==> config.mk <==
export PLATFORM = sky130hd
export DESIGN_NAME = pipeline_flush_controller
export DESIGN_NICKNAME = d
export VERILOG_FILES = /design/src/rtl/pipeline_flush_controller.sv
export SDC_FILE = /design/constraint.sdc
export NUM_CORES = 1
export LEC_CHECK = 0
export ABC_AREA = 1
export CAP_MARGIN = 30
export CORE_MARGIN = 4
export CORE_UTILIZATION = 50
export CTS_BUF_LIST = sky130_fd_sc_hd__clkbuf_4 sky130_fd_sc_hd__clkbuf_8
export DETAILED_ROUTE_END_ITERATION = 10
export PLACE_DENSITY = 0.83
export RECOVER_POWER = 25
export REMOVE_ABC_BUFFERS = 1
export SYNTH_ARGS = -nofsm -noshare
export SYNTH_HDL_FRONTEND = slang
export SYNTH_SLANG_ARGS = --single-unit
==> constraint.sdc <==
create_clock -name clk -period 2.21 [get_ports clk]
set_clock_uncertainty 0.2 [all_clocks]
set_input_delay 0.663 -clock clk [delete_from_list [all_inputs] [get_ports clk]]
set_output_delay 0.663 -clock clk [all_outputs]
set_load 0.005 [all_outputs]
==> src/rtl/pipeline_flush_controller.sv <==
// Pipeline flush/stall controller: arbitrates cache stalls, load-use bubbles
// and branch redirects, holding a redirect that arrives during a cache miss
// until the pipeline unfreezes. Also keeps saturating event statistics.
module pipeline_flush_controller #(
    parameter int XLEN  = 32,
    parameter int CNT_W = 16
) (
    input  logic             clk,
    input  logic             reset_n,
    input  logic             cache_stall,
    input  logic             load_use_hazard,
    input  logic             branch_redo,
    input  logic [XLEN-1:0]  branch_target_IF,
    input  logic             stat_clear,
    output logic             pc_write_en,
    output logic             pc_redirect,
    output logic [XLEN-1:0]  redirect_target,
    output logic             if_id_en,
    output logic             if_id_flush,
    output logic             id_ex_flush,
    output logic [CNT_W-1:0] redo_count,
    output logic [CNT_W-1:0] stall_count,
    output logic [1:0]       ctrl_state
);

    typedef enum logic [1:0] {
        RUN     = 2'b00,
        STALLED = 2'b01,
        PENDING = 2'b10
    } state_t;

    state_t            state, state_nxt;
    logic [XLEN-1:0]   pend_target;
    logic              load_pend;

    assign ctrl_state = state;

    // State register and the redirect address held across a cache miss
    always_ff @(posedge clk or negedge reset_n) begin
        if (!reset_n) begin
            state       <= RUN;
            pend_target <= '0;
        end else begin
            state <= state_nxt;
            if (load_pend)
                pend_target <= branch_target_IF;
        end
    end

    // Next-state and zero-latency pipeline control outputs
    always_comb begin
        state_nxt       = state;
        load_pend       = 1'b0;
        pc_write_en     = 1'b1;
        if_id_en        = 1'b1;
        pc_redirect     = 1'b0;
        redirect_target = branch_target_IF;
        if_id_flush     = 1'b0;
        id_ex_flush     = 1'b0;
        case (state)
            RUN: begin
                if (cache_stall) begin
                    // Freeze; a redirect seen now must survive the miss
                    pc_write_en = 1'b0;
                    if_id_en    = 1'b0;
                    if (branch_redo) begin
                        load_pend = 1'b1;
                        state_nxt = PENDING;
                    end else begin
                        state_nxt = STALLED;
                    end
                end else if (load_use_hazard) begin
                    // ID operands are not valid yet, so any redo is bogus
                    pc_write_en = 1'b0;
                    if_id_en    = 1'b0;
                    id_ex_flush = 1'b1;
                end else if (branch_redo) begin
                    pc_redirect = 1'b1;
                    if_id_flush = 1'b1;
                end
            end
            STALLED: begin
                pc_write_en = 1'b0;
                if_id_en    = 1'b0;
                if (branch_redo) begin
                    load_pend = 1'b1;
                    state_nxt = PENDING;
                end else if (!cache_stall) begin
                    state_nxt = RUN;
                end
            end
            PENDING: begin
                if (cache_stall) begin
                    pc_write_en = 1'b0;
                    if_id_en    = 1'b0;
                end else begin
                    pc_redirect     = 1'b1;
                    redirect_target = pend_target;
                    if_id_flush     = 1'b1;
                    state_nxt       = RUN;
                end
            end
            default: state_nxt = RUN;
        endcase
    end

    // Saturating statistics; clear wins over any increment
    always_ff @(posedge clk or negedge reset_n) begin
        if (!reset_n) begin
            redo_count  <= '0;
            stall_count <= '0;
        end else if (stat_clear) begin
            redo_count  <= '0;
            stall_count <= '0;
        end else begin
            if (pc_redirect && !(&redo_count))
                redo_count <= redo_count + CNT_W'(1);
            if (cache_stall && !(&stall_count))
                stall_count <= stall_count + CNT_W'(1);
        end
    end

endmodule

==> summary.txt <==
Clock network
  • H-Tree Depth: 3
  • Clock Sinks: 66
  • CTS Root Cell: clkbuf_8
  • Worst-path clk slew: 70 ps
  • CTS tree: built
  • CTS Hold Buffers Added: 0
  • TritonCTS buffer count: 9
  • CTS Buffer Depth: 2
  • Clock latency on the worst-skew pair: roughly 350 ps

Synth
  • Post-synthesis async set-or-reset flop share: 1.00
  • Synth Flop Type: dfrtp_1
  • Post-synth EDFFs: 0
  • Dominant cell type by area after synthesis: dfrtp_1
  • Cell Area, Synth: 3840 µm²
  • Largest cells by area after synthesis: dfrtp_1 43%, nand2_1 14%, nor2_1 6.4%, inv_1 6.2%, nand3_1 5.2%
  • Synth top area share: 0.430
  • Cells after synthesis: 534
  • Synthesized area per cell: approximately 7.2 µm²
  • Netlist cell types: 32
  • Yosys warning count: 0
  • #FFs+latches synth: 66
  • Seq/Total Area, Yosys: 0.430

Layout
  • Finished Core Util: 0.831
  • # fillers: ~440
  • Area of the multi-input gates: 2240 µm²
  • Register area: 1670 µm²
  • Layout cell share with drive strength beyond 1: 0.322
  • Most common cell after layout, fill and taps aside: nand2_1
  • Layout Nets: 734
  • Design area: 6120 µm²
  • Most frequent cells in the layout: 141 x nand2_1, 64 x clkdlybuf4s50_1, 62 x inv_1
  • Layout Area Growth over Synthesis: 59.3%

Worst hold path
  • Hold Path End: pend_target[23]$_DFFE_PN0P_
  • Hold path depth: 2
  • Worst min-delay path startpoint: pend_target[23]$_DFFE_PN0P_
  • Hold crit path type: reg2reg

Critical path
  • CP peak stage delay: around 150 ps
  • Crit path kind: in2out
  • Slowest CP cell: buf_16
  • Crit-path leading delay family: buffers and inverters
  • Reg2reg end: redo_count[14]$_DFFE_PN0P_
  • CP Data Arrival Time: 1660 ps
  • R2r worst-path depth: 11
  • Critical Path RT: between 1000 and 1500 ps
  • Worst setup EP type: primary output
  • Reg-to-Reg Start: ctrl_state[0]$_DFFE_PN0P_
  • Crit path max fanout: 5
  • Worst R2R Setup Slack: approximately 270 ps
  • Crit-path cells: buf_6, nor2_4, nand2_4, buf_6, buf_8, buf_16, nor2_4, a21oi_2, buf_2
  • Startpoint class of the critical path: primary input
  • Worst path bufs/invs: 5

Floorplan
  • Die height: 95.7 µm
  • Number of top-level pins: between 100 and 150
  • Area of the die: between 9000 and 10,000 µm²
  • Starting density of the core: 0.521
  • Std-Cell Rows: 31
  • Die width: between 90 and 100 µm
  • Core outline area: 7370 µm²

Global route
  • Vias in the first global route: about 4,300
  • GRT Util Overall: 0.285
  • Overflow after GRT: 0
  • Initial antenna violation count: 0
  • Largest net degree at the start of global routing: between 40 and 50
  • First-pass GRT wire length: around 20,000 µm

Detailed routing
  • Routed Antenna Nets: 0
  • Initial DRC Count: 225
  • Vias per cell: 5.42
  • DR vias: 4,333
  • DR pass1 iterations: 5
  • DRC Markers: 0
  • WL per Instance: ~16 µm
  • Wirelength, routed: roughly 13,000 µm

Pwr
  • Clock power share: 0.294
  • Switch Pwr: between 0.001 and 0.0015 W
  • Power Internal: 0.00233 W
  • Gate power share: 0.263
  • Sequential power share: 0.443
  • Sw frac: 0.324
  • VDD IR max: about 510 µV
  • P per Cell Area: 563 nW/µm²
  • Lkg Pwr: ~2.9 nW

Timing
  • Least-Margin Pin Slew: 1420 ps
  • Final Hold Fails: 0
  • Final worst path period share: 1.14
  • Pins Over Slew Limit: 0
  • Setup TNS: -8020 ps
  • # setup viols final: 35
  • Fmax: ~400 MHz
  • Post-layout min period: 2520 ps
  • Setup slack after layout: -314 ps
  • Unrepaired setup endpoints after global routing: true
  • Slew HR: 0.0556
  • Fin Hold WS: 353 ps

Outcome
  • Outcome: finished with violations
  • Failing checks: negative setup slack

Place
  • Placed cell area: 5250 µm²
  • Final Wtd Congestion: 0.863
  • Port bufs: 108
  • Dpl hpwl: around 7500 µm

Flow run
  • Max_cap viols: 0
[routing by layer]
metal	global-route usage	vias to the layer above	part of all wire
li1	-	2027	-
met1	0.322	2047	0.37
met2	0.501	204	0.53
met3	0.0624	55	0.055
met4	0.147	0	0.049
met5	0	-	0
[worst max-delay path by stage]
stage / start / to / slack, ps / depth (start not counted)
floorplan: cache_stall / redo_count[9]$_DFFE_PN0P_ / -680 / 7
global placement: cache_stall / redirect_target[31] / -870 / 7
detailed placement: cache_stall / redirect_target[31] / -910 / 7
CTS: ctrl_state[0]$_DFFE_PN0P_ / redirect_target[18] / -320 / 8
global route: ctrl_state[0]$_DFFE_PN0P_ / redirect_target[31] / -360 / 8
finish: cache_stall / redirect_target[31] / -310 / 9
[repair_timing]
item	4_1_cts	5_1_grt
pin swaps	29	9
resized for setup	273	28
gates cloned	9	0
buffers inserted	7	15
endpoints found under the setup margin	54	59
endpoints found under the hold margin	0	0
[tightest hold or removal path, cell delays in order (launching register included)]
cell and delay (ps):
dfrtp_1 400, nand2_1 60, o21ai_0 60
[power by group through the flow]
stage	Combinational [W]	Sequential, W	Clock (W)
after global routing	0.000984	0.00154	0.00108
after floorplan	0.000286	0.00144	0
after global placement	0.000692	0.00146	0
after detailed placement	0.000715	0.00147	0
after CTS	0.000852	0.00151	0.00102
final	0.000907	0.00153	0.00102
[logic make-up (layout without fill, tap and decap cells)]
kind of cell,after synthesis,count (layout),share of synthesized area
and+or+nand+nor,293,293,0.345
AOI/OAI and AO/OA,80,80,0.108
buffers and inverters,87,252,0.0974
DFF,66,66,0.430
other,0,1,0
adders and majority gates,2,2,0.00651
xor gates and xnor gates,6,6,0.0137
[registers in the layout, summed over array words and instances (netlist names)]
signal / flops
stall_count: 16
redo_count: 16
ctrl_state: 2
pend_target: 32
[Yosys cell counts, types with 2 or more instances]
library cell    n
inv_1          63
nand3_2         2
nand3_1        40
nor2_1         66
o21bai_1        3
nand2_1       142
o21ai_0        38
buf_4           2
xnor2_1         2
nor2_4          5
nand2_2         5
a21oi_1        34
ha_1            2
xor2_1          4
nor3_1          4
o21ai_1         3
nor2_2          5
dfrtp_1        66
nand4_1        18
clkbuf_1        6
buf_1           5
nor2_8          2
nand3b_1        2
buf_2           7
[layout make-up]
class / instances / share of cell area
multi-input combinational: 381 / 0.367
sequential: 66 / 0.273
timing repair buffer: 171 / 0.268
inverter: 65 / 0.0411
clock buffer: 10 / 0.0215
tap: 99 / 0.0202
clock inverter: 6 / 0.00940
antenna: 1 / 0.000409
[per-stage QoR]
stage                     total power, W  worst slack (ps)  cells
final                            0.00345              -314    799
after floorplan                  0.00173              -678    512
after global routing             0.00361              -362    798
after CTS                        0.00338              -323    785
after detailed placement         0.00218              -905    754
after global placement           0.00215              -866    754
Power figures use the tool's default switching activity.
